File: config.mk
export PLATFORM = sky130hd
export DESIGN_NAME = imm_encoder
export DESIGN_NICKNAME = d
export VERILOG_FILES = /design/src/rtl/imm_pkg.sv /design/src/rtl/imm_split.sv /design/src/rtl/imm_encoder.sv
export SDC_FILE = /design/constraint.sdc
export NUM_CORES = 1
export LEC_CHECK = 0
export ABC_AREA = 1
export BUFFER_PORTS_ARGS = -buffer_cell sky130_fd_sc_hd__buf_2
export CORE_MARGIN = 4
export CORE_UTILIZATION = 50
export CTS_CLUSTER_DIAMETER = 100
export DETAILED_ROUTE_END_ITERATION = 7
export PLACE_DENSITY = 0.84
export SYNTH_ARGS = -nofsm -noshare
export SYNTH_HDL_FRONTEND = slang
export SYNTH_SLANG_ARGS = --single-unit
export TNS_END_PERCENT = 50
File: constraint.sdc
create_clock -name clk -period 3.1 [get_ports clk]
set_input_delay 0 -clock clk [delete_from_list [all_inputs] [get_ports clk]]
set_output_delay 0 -clock clk [all_outputs]
set_load 0.05 [all_outputs]
File: src/rtl/imm_pkg.sv
// rtl/imm_pkg.sv - shared widths, beat kinds and FSM states for the immediate encoder
package imm_pkg;

  localparam int DATA_W  = 16;
  localparam int FIELD_W = 8;
  localparam int NIB_W   = 4;
  localparam int CNT_W   = 8;

  localparam logic [1:0] KIND_SHORT = 2'b00;
  localparam logic [1:0] KIND_HI    = 2'b01;
  localparam logic [1:0] KIND_LO    = 2'b10;

  typedef enum logic [1:0] {
    ST_IDLE  = 2'd0,
    ST_SHORT = 2'd1,
    ST_HI    = 2'd2,
    ST_LO    = 2'd3
  } state_t;

endpackage

File: src/rtl/imm_split.sv
// rtl/imm_split.sv - combinational fit test and HI/LO field split of a 16-bit constant
module imm_split
  import imm_pkg::*;
(
  input  logic [DATA_W-1:0]  data,
  output logic               fits,
  output logic [FIELD_W-1:0] hi_field,
  output logic [FIELD_W-1:0] lo_field
);

  assign fits     = (data[15:8] == {8{data[7]}});
  assign lo_field = data[7:0];
  // LO is sign-extended downstream, so a negative LO borrows one from HI; add it back here.
  assign hi_field = data[15:8] + {7'd0, data[7]};

endmodule

File: src/rtl/imm_encoder.sv
// rtl/imm_encoder.sv - streams 16-bit constants out as SHORT or HI/LO 8-bit immediate beats
module imm_encoder
  import imm_pkg::*;
(
  input  logic              clk,
  input  logic              rst,
  input  logic              in_valid,
  output logic              in_ready,
  input  logic [DATA_W-1:0] in_data,
  output logic              out_valid,
  input  logic              out_ready,
  output logic [NIB_W-1:0]  instr7_4,
  output logic [NIB_W-1:0]  instr3_0,
  output logic [1:0]        out_kind,
  output logic              out_last,
  output logic [CNT_W-1:0]  short_cnt,
  output logic [CNT_W-1:0]  long_cnt
);

  state_t             state;
  logic [FIELD_W-1:0] field_q;
  logic [FIELD_W-1:0] lo_hold;
  logic               fits;
  logic [FIELD_W-1:0] hi_field;
  logic [FIELD_W-1:0] lo_field;
  logic               accept;

  imm_split u_split (
    .data     (in_data),
    .fits     (fits),
    .hi_field (hi_field),
    .lo_field (lo_field)
  );

  assign in_ready = (state == ST_IDLE) ||
                    (((state == ST_SHORT) || (state == ST_LO)) && out_ready);
  assign accept   = in_valid && in_ready;
  assign instr7_4 = field_q[7:4];
  assign instr3_0 = field_q[3:0];

  always_ff @(posedge clk or posedge rst) begin
    if (rst) begin
      state     <= ST_IDLE;
      field_q   <= '0;
      lo_hold   <= '0;
      out_valid <= 1'b0;
      out_kind  <= KIND_SHORT;
      out_last  <= 1'b0;
      short_cnt <= '0;
      long_cnt  <= '0;
    end else begin
      if (out_valid && out_ready) begin
        if (state == ST_SHORT) short_cnt <= short_cnt + 8'd1;
        if (state == ST_LO)    long_cnt  <= long_cnt + 8'd1;
      end

      case (state)
        ST_HI: begin
          // HI never accepts input, so its LO always follows directly.
          if (out_ready) begin
            state    <= ST_LO;
            field_q  <= lo_hold;
            out_kind <= KIND_LO;
            out_last <= 1'b1;
          end
        end
        default: begin
          if (accept) begin
            out_valid <= 1'b1;
            lo_hold   <= lo_field;
            if (fits) begin
              state    <= ST_SHORT;
              field_q  <= lo_field;
              out_kind <= KIND_SHORT;
              out_last <= 1'b1;
            end else begin
              state    <= ST_HI;
              field_q  <= hi_field;
              out_kind <= KIND_HI;
              out_last <= 1'b0;
            end
          end else if (out_ready) begin
            state     <= ST_IDLE;
            out_valid <= 1'b0;
          end
        end
      endcase
    end
  end

endmodule

==> flow_summary.ini, run 1 <==
[worst_setup_path]
path_buf_inv = 1
end_kind = flip-flop
critical_path_class = flip-flop to flip-flop
worst_ep_arrival_time_ns = 1.84
required_ns = 3.28
critical_path.startpoint_type = flip-flop
cpPeakStageDelay_ns = 0.46
crit_chain = nor2_4, a21oi_2, nand2_4, nand2_2, or2_2, nand2_1, inv_1
worstSetupPathDepth = 7
cp_slowest_cell = dfrtp_1
crit_fanout = 25
r2r_cells = 7
crit_family = simple AND/OR/NAND/NOR gates

[detailed_routing]
drt_iter0_markers = 111
vias_per_cell = 5.120
wirelength_um = 4256
wire_per_inst_um = 12.16
vias = 1792
ant_nets = 0
first_pass_iters = 4
drcViolationCount = 0

[clocking]
clock-sinks = 38
root_buffer = clkbuf_8
cts_tree = done
cts_htree_levels = 2
cts_buffers = 5
path_clk_slew_ns = 0.07
clock_path_buffers = 2
post_cts_buffers = 0
clk_latency_ns = 0.29

[timing]
finClkSkew_ns = 0.005355
final.period_utilization = 0.5329
setup_viol = 0
finalHoldViolCount = 0
max_freq_mhz = 605.4
drv_slew = 0
tightest_slew_ns = 1.056
min_period_ns = 1.652
rsz0062_at_grt = false
relSlewSlack = 0.2952
finalSetupTns_ns = 0

[die]
dieArea_um2 = 5198
die_w_um = 72.10
die_y_um = 72.10
start_util = 0.5136
core.rowCount = 23
core_um2 = 4000
io_pins = 49

[placed_design]
hpwl_um = 3211
place_congestion = 0.8038
place_area_um2 = 2328
portBuffers = 48

[cells_and_area]
fin_area_um2 = 2501
fin_nets = 324
area_delta_synth_final_pct = 21.74
drive_gt1_frac = 0.2633
diodes = 0

[global_route]
grt_pass1_wl_um = 7445
grt_usage = 0.1801
grt_pass1_vias = 1750
grt_max_degree = 30
grt_overflow = 0
antenna_found_initial = 0

[synth]
yosys.area.top_type = dfrtp_1
synth_seq_area_share = 0.4629
postSynthAreaPerCell_um2 = 8.455
synth.distinct_cells = 31
yosys_warnings = 0
synthMuxAreaShare = 0.01096
synthesis.area_um2 = 2054
synth_area_leaders = dfrtp_1 46%, nand2_1 8.4%, inv_1 4.8%
syn-num-nets = 267
synth_top_family_by_area = simple AND/OR/NAND/NOR gates
synth_top_area_share = 0.4629
synth.ff_latch_count = 38
synth_xor_area_frac = 0.06395
synth_cells = 243
synth_compound_area_frac = 0.06516
synth_simple_gate_area_frac = 0.2984
yosys.area_share.adder = 0.02436

[power]
power_leakage_nw = 1.322
ir_worst_vdd_mv = 0.6592
power.density_nw_per_um2 = 975.4

[min_path]
hold_class = input pin to flip-flop
whs_path_depth = 3

[run_status]
status = finished, final reports clean

[run]
drv_cap = 0
==> metrics by stage <==
stage	power (mW)	hold WS, ns	std cells	worst slack [ns]	utilization
floorplan	1.772	0.09645	243	1.336	-
global placement	1.987	0.2635	337	1.532	0.5821
detailed placement	2.013	0.2615	337	1.468	0.5821
CTS	2.446	0.001951	350	1.448	0.6253
global route	2.623	0.03687	350	1.281	0.6253
finish	2.440	0.008073	350	1.448	0.6253
==> cells in the mapped netlist <==
cell,instances
a21oi_2,1
clkbuf_1,1
ha_1,4
o21a_1,1
or2_0,1
nand3b_1,2
dfrtp_1,38
or2_2,1
buf_6,2
nand2_2,3
buf_2,2
o22ai_1,1
inv_1,26
a31oi_1,1
xnor2_1,8
xor2_1,7
inv_2,5
and3_1,1
or2_1,5
nor2_4,3
nand4_1,9
nand2_1,46
nand2_4,3
o21ai_0,6
mux2_2,2
nor2_2,3
nor2_1,26
a21oi_1,15
nor3_4,1
nand3_1,18
nand3_2,1
==> timing repair <==
action / in CTS / in global routing
resized for setup: 0 / 0
hold buffers: 6 / 0
hold endpoints to repair: 33 / 0
==> report_power, final <==
part | internal, mW | total, mW | switching, mW
clock network | 0.257 | 0.423 | 0.166
registers | 0.677 | 0.798 | 0.121
logic | 0.326 | 1.22 | 0.893
==> flip-flops by register name, indices dropped and copies added, names as in the netlist <==
register / cells
long_cnt: 8
short_cnt: 8
state: 2
out_valid: 1
lo_hold: 8
out_kind: 2
field_q: 8
out_last: 1
==> logic make-up after synthesis <==
family	after synthesis
mux	2
fa+ha+maj	4
simple gates	123
xor+xnor	15
flops	38
compound gates	25
buf+inv	36
==> cell type report <==
type	instances	area [µm²]
flip-flops and latches	38	950.9
fillers	342	1499
clock buffers	6	82.58
clock inverters	1	30.03
multi-input cells	169	950.9
repair buffers	55	307.8
well taps	50	62.56
inverters	31	116.4
==> tightest hold or removal path: cells and delay by family <==
family | cells | cell delay (ns)
buffers and inverters | 1 | 0.11
AO/OA/AOI/OAI | 1 | 0.05
AND/OR/NAND/NOR | 1 | 0.10
==> path summary, 6_finish.rpt <==
path,startpoint,end,slack [ns]
min in group asynchronous,rst,out_kind[1],0.52
max in group asynchronous,rst,short_cnt[7],1.85
setup / recovery,state[0],field_q[6],1.45
hold / removal,in_data[1],lo_hold[1],0.008
hold reg to reg,short_cnt[7],short_cnt[7],0.46
setup reg to reg,state[0],field_q[6],1.45
==> metal layers <==
metal / share of wire / vias to the layer above / wire, µm / track usage
met3: 0.053 / 9 / 226 / 0.04294
li1: - / 888 / - / -
met5: 0 / - / 0 / 0
met1: 0.46 / 846 / 1975 / 0.2369
met2: 0.46 / 49 / 1951 / 0.2851
met4: 0.024 / 0 / 102 / 0.07516
==> layout by cell type (no fill, tap or decap), types with 2 or more instances in the layout <==
cell           synthesis  routed
a21oi_1               15      15
buf_2                  2      48
clkbuf_8               0       6
dfrtp_1               38      38
dlygate4sd3_1          0       6
ha_1                   4       4
inv_1                 26      26
inv_2                  5       5
mux2_2                 2       2
nand2_1               46      46
nand2_2                3       3
nand2_4                3       3
nand3_1               18      18
nand3b_1               2       2
nand4_1                9       9
nor2_1                26      26
nor2_2                 3       3
nor2_4                 3       3
o21ai_0                6       6
or2_1                  5       5
xnor2_1                8       8
xor2_1                 7       7
Power figures use the tool's default switching activity.
==> inputs of run 2 (changes only) <==
ABC_AREA = 0   (was 1)
CORE_UTILIZATION = 48   (was 50)
clock period = 1.39 ns   (was 3.1 ns; I/O delays follow)
==> run 2 against run 1 <==
Sequential share of layout area decreased by 4.4 points. Sequential cell count unchanged. Clock skew increased by 0.0080 ns. Critical path depth decreased by 1. Via count increased by 4.7%. Core utilization increased by 7.2 points. Cell count decreased by 5.4%. Sequential power increased by 140%. Largest power group unchanged. Combinational power increased by 150%. Final area increased by 14%. The run now ends with setup timing left. Global-route usage increased by 2.4 points.
==> flow_summary.ini, run 2 <==
[run_status]
status = complete, but fails checks
violations = setup timing

[timing]
setup_viol = 16
rsz0062_at_grt = true
min_period_ns = 1.500
finClkSkew_ns = 0.01332
drv_slew = 0
tightest_slew_ns = 0.4620
max_freq_mhz = 666.7
relSlewSlack = 0.6920
final.period_utilization = 1.079
finalHoldViolCount = 0
fin_ws_ns = -0.1100
finalSetupTns_ns = -0.7236

[placed_design]
place_congestion = 0.8951
hpwl_um = 3755
post-place-cells = 310
place_area_um2 = 2536
place_ws_ns = -0.07126
portBuffers = 48

[global_route]
grt_max_degree = 39
grt_pass1_vias = 1843
grt_pass1_wl_um = 8597
antenna_found_initial = 0
grt_overflow = 0
grt_usage = 0.2039

[power]
power_leakage_nw = 1.315
power.density_nw_per_um2 = 2054
power.total_mw = 5.853
ir_worst_vdd_mv = 0.9755

[run]
drv_cap = 0

[clocking]
clock-sinks = 38
path_clk_slew_ns = 0.08
clock_path_buffers = 2
clk_latency_ns = 0.29
root_buffer = clkbuf_8
cts_buffers = 5
cts_tree = done
cts_htree_levels = 2

[worst_setup_path]
critical_path.startpoint_type = flip-flop
crit_fanout = 7
worst_ep_arrival_time_ns = 1.67
critical_path_class = flip-flop to flip-flop
end_kind = flip-flop
required_ns = 1.56

[synth]
synth_area_leaders = dfrtp_1 46%, mux2_2 4.9%, xnor2_1 4.2%
synth_edf_count = 0
synth_top_flop_cell = dfrtp_1
synthesis.area_um2 = 2071
synth.distinct_cells = 44
yosys_warnings = 0
synth_seq_area_share = 0.4592
syn-num-nets = 223
async_reset_ff_frac = 1.000
synth_cells = 199
synth_top_area_share = 0.4592
synth.most_common_cell = dfrtp_1
yosys.area.top_type = dfrtp_1
synth_top_cells_by_count = 38 x dfrtp_1, 17 x nand2_1, 10 x nor2_1, 10 x xnor2_1
postSynthAreaPerCell_um2 = 10.41
synth.ff_latch_count = 38

[detailed_routing]
wire_per_inst_um = 15.66
wirelength_um = 5182
ant_nets = 0
first_pass_iters = 4
drcViolationCount = 0
drt_iter0_markers = 97
vias = 1877
vias_per_cell = 5.671

[die]
core.rowCount = 23
core_um2 = 4086
dieArea_um2 = 5429
io_pins = 49
die_w_um = 73.68
start_util = 0.5067
die_y_um = 73.68

[cells_and_area]
layout.cells.non_filler = 331
fin_nets = 304
drive_gt1_frac = 0.4306
layout_commonest_cell = buf_2
final_cell_mix = 47 x buf_2, 33 x dfrtp_1, 26 x buf_4
diodes = 0
fin_area_um2 = 2849
nFillCells = 308
area_delta_synth_final_pct = 37.58

[min_path]
hold_class = input pin to flip-flop
run 2: changes by cell type in the layout (fill, tap and decap cells not counted), sizes merged, moves of 4 or more:
| cell | before | now |
|---|---|---|
| or2 | 7 | 0 |
| o21a | 1 | 7 |
| o211ai | 0 | 6 |
| inv | 31 | 4 |
| a21oi | 16 | 5 |
| o221ai | 0 | 6 |
| nor2 | 32 | 10 |
| nand3 | 19 | 6 |
| mux2 | 2 | 10 |
| buf | 49 | 76 |
| and2 | 0 | 5 |
| nand2 | 52 | 18 |
| nor3 | 1 | 5 |
run 2: cell families (layout without fill, tap and decap cells):
| kind of cell | Yosys count | after routing | share of synthesized area |
|---|---|---|---|
| DFF | 38 | 38 | 0.4592 |
| adders and majority gates | 4 | 4 | 0.02417 |
| buffers and inverters | 14 | 96 | 0.02960 |
| muxes | 12 | 12 | 0.06586 |
| xor gates and xnor gates | 17 | 17 | 0.07190 |
| and+or+nand+nor | 63 | 63 | 0.1589 |
| AOI/OAI and AO/OA | 51 | 51 | 0.1903 |
run 2: path summary, 6_finish.rpt:
path | startpoint | endpoint | slack [ns] | cells after the start
setup / recovery | state[1] | field_q[5] | -0.11 | 6
min in group asynchronous | rst | lo_hold[6] | 0.36 | 4
hold reg to reg | long_cnt[7] | long_cnt[7] | 0.46 | 1
hold / removal | in_data[7] | lo_hold[7] | 0.14 | 4
setup reg to reg | state[1] | field_q[5] | -0.11 | 6
max in group asynchronous | rst | long_cnt[1] | 0.69 | 4
run 2: metal layers:
metal  vias up  global-route usage  part of all wire
met5         -                   0                 0
met4         0             0.07042             0.017
met3        10             0.04378             0.060
met2        72              0.3465              0.50
met1       897              0.2545              0.42
li1        898                   -                 -
run 2: critical path, stage by stage (launching register included):
cell and delay, ns:
dfrtp_2 0.46, mux2i_4 0.29, o21ai_2 0.09, buf_6 0.14, buf_4 0.13, o2111ai_2 0.15
o211ai_1 0.11
run 2: where the power goes:
| group | switching (mW) | total [mW] | internal, mW |
|---|---|---|---|
| clock network | 0.373 | 0.957 | 0.585 |
| logic | 1.86 | 3.01 | 1.15 |
| registers | 0.370 | 1.88 | 1.51 |
run 2: cell type report:
class	count	area (µm²)	area share
repair buffers	84	556.8	0.1954
multi-input cells	147	1141	0.4005
clock inverters	1	30.03	0.01054
well taps	50	62.56	0.02196
flip-flops and latches	38	957.2	0.3360
inverters	4	15.01	0.005270
clock buffers	7	86.33	0.03030
run 2: through the flow:
stage / utilization / hold WS [ns]
after floorplan: - / 0.1505
after global placement: 0.6206 / 0.1319
after detailed placement: 0.6206 / 0.1398
after CTS: 0.6803 / 0.1305
after global routing: 0.6972 / 0.1462
final: 0.6972 / 0.1381
run 2: repair_timing:
action,in CTS,in global routing
endpoints found under the hold margin,46,0
setup buffers,2,3
gates resized for setup,10,11
hold buffers,8,0
endpoints found under the setup margin,19,26
pin swaps,3,3
==> inputs of run 3 (changes only) <==
MAX_ROUTING_LAYER = met4   (was unset)
==> run 3 against run 2 <==
The flow still finishes with violations (setup timing). Clock power down 28%. Critical path depth decreased by 1. Non-clock buffer count is 3 lower. First-iteration DRC count shrank 18%. Sequential share of layout area grew 1.1 points. Global-route usage fell by 0.18 points. Clock skew shrank 0.0099 ns. Highest routed layer unchanged.
==> flow_summary.ini, run 3 (same netlist as run 2, synthesis figures left out) <==
[run_status]
status = complete, but fails checks
violations = setup timing

[timing]
tightest_slew_ns = 0.4626
drv_slew = 0
finalHoldViolCount = 0
max_freq_mhz = 709.0
fin_ws_ns = -0.02051
final.period_utilization = 1.015
rsz0062_at_grt = true
setup_viol = 6
relSlewSlack = 0.6916
min_period_ns = 1.411
finClkSkew_ns = 0.003429

[detailed_routing]
drcViolationCount = 0
wirelength_um = 4894
first_pass_iters = 4
wire_per_inst_um = 14.97
vias_per_cell = 5.654
vias = 1849
ant_nets = 0
drt_iter0_markers = 80

[cells_and_area]
postLayoutCoreUtil = 0.6758
area_delta_synth_final_pct = 33.35
nFillCells = 342
drive_gt1_frac = 0.3935
fin_area_um2 = 2761
final_cell_mix = 47 x buf_2, 33 x dfrtp_1, 22 x buf_4
layout_commonest_cell = buf_2
fin_nets = 301
diodes = 0

[worst_setup_path]
crit_fanout = 16
required_ns = 1.55
worst_ep_arrival_time_ns = 1.57
critical_path.startpoint_type = flip-flop
end_kind = flip-flop
critical_path_class = flip-flop to flip-flop

[clocking]
clock_path_buffers = 2
cts_htree_levels = 2
clk_latency_ns = 0.28
root_buffer = clkbuf_8
clock-sinks = 38
cts_tree = done
cts_buffers = 5
path_clk_slew_ns = 0.07

[die]
die_w_um = 73.68
dieArea_um2 = 5429
core_um2 = 4086
io_pins = 49
start_util = 0.5067
die_y_um = 73.68
core.rowCount = 23

[global_route]
grt_pass1_vias = 1812
grt_usage = 0.2021
grt_overflow = 0
grt_max_degree = 39
antenna_found_initial = 0
grt_pass1_wl_um = 8183

[placed_design]
place_area_um2 = 2534
place_ws_ns = -0.08558
hpwl_um = 3629
place_congestion = 0.8584
portBuffers = 48

[min_path]
hold_class = input pin to flip-flop

[power]
power.density_nw_per_um2 = 1992
power_leakage_nw = 1.282
ir_worst_vdd_mv = 0.9786

[run]
drv_cap = 0
run 3: what timing repair did:
action | CTS | global route
hold buffers | 8 | 0
hold endpoints to repair | 45 | 0
setup endpoints to repair | 17 | 24
setup buffers | 2 | 2
gates resized for setup | 3 | 10
pin swaps | 1 | 0
gates cloned | 0 | 0
run 3: stage by stage:
| step | std cells | hold WS [ns] | power, mW | setup TNS (ns) |
|---|---|---|---|---|
| floorplan | 199 | 0.1505 | 3.840 | -0.09138 |
| global placement | 308 | 0.1317 | 4.618 | -0.1300 |
| detailed placement | 308 | 0.1354 | 4.687 | -0.6865 |
| CTS | 325 | 0.09082 | 5.432 | -0.1129 |
| global route | 327 | 0.1356 | 5.860 | -1.574 |
| finish | 327 | 0.1190 | 5.500 | -0.08943 |
run 3: path summary, 6_finish.rpt:
check	depth (start not counted)	from	slack [ns]	endpoint
setup / recovery	5	state[1]	-0.02	field_q[1]
hold / removal	3	in_valid	0.12	lo_hold[7]
setup reg to reg	5	state[1]	-0.02	field_q[1]
hold reg to reg	1	long_cnt[7]	0.46	long_cnt[7]
max in group asynchronous	4	rst	0.68	long_cnt[1]
min in group asynchronous	4	rst	0.37	long_cnt[7]
run 3: power breakdown:
group | switching [mW] | internal (mW) | leakage, nW | total (mW)
Combinational | 1.81 | 1.12 | 0.780 | 2.93
Clock | 0.345 | 0.345 | 0.0383 | 0.689
Sequential | 0.360 | 1.52 | 0.463 | 1.88
run 3: final cells by class:
type	instances	area [µm²]	share of cell area
Timing Repair Buffer	81	543.0	0.1966
Clock buffer	7	76.32	0.02764
Multi-Input combinational cell	147	1107	0.4010
Sequential cell	38	957.2	0.3466
Inverter	4	15.01	0.005437
Tap cell	50	62.56	0.02266
run 3: critical path, cell delays in order, from the launching register on:
cell and delay, ns:
dfrtp_2 0.43, mux2i_2 0.31, o21ai_4 0.08, buf_12 0.15, o221ai_1 0.19, o211ai_1 0.12
run 3: metal layers:
layer	wire length (µm)	global-route usage
met2	2394	0.3268
met4	89	0.08249
met1	2108	0.2395
met3	301	0.05062
met5	0	-
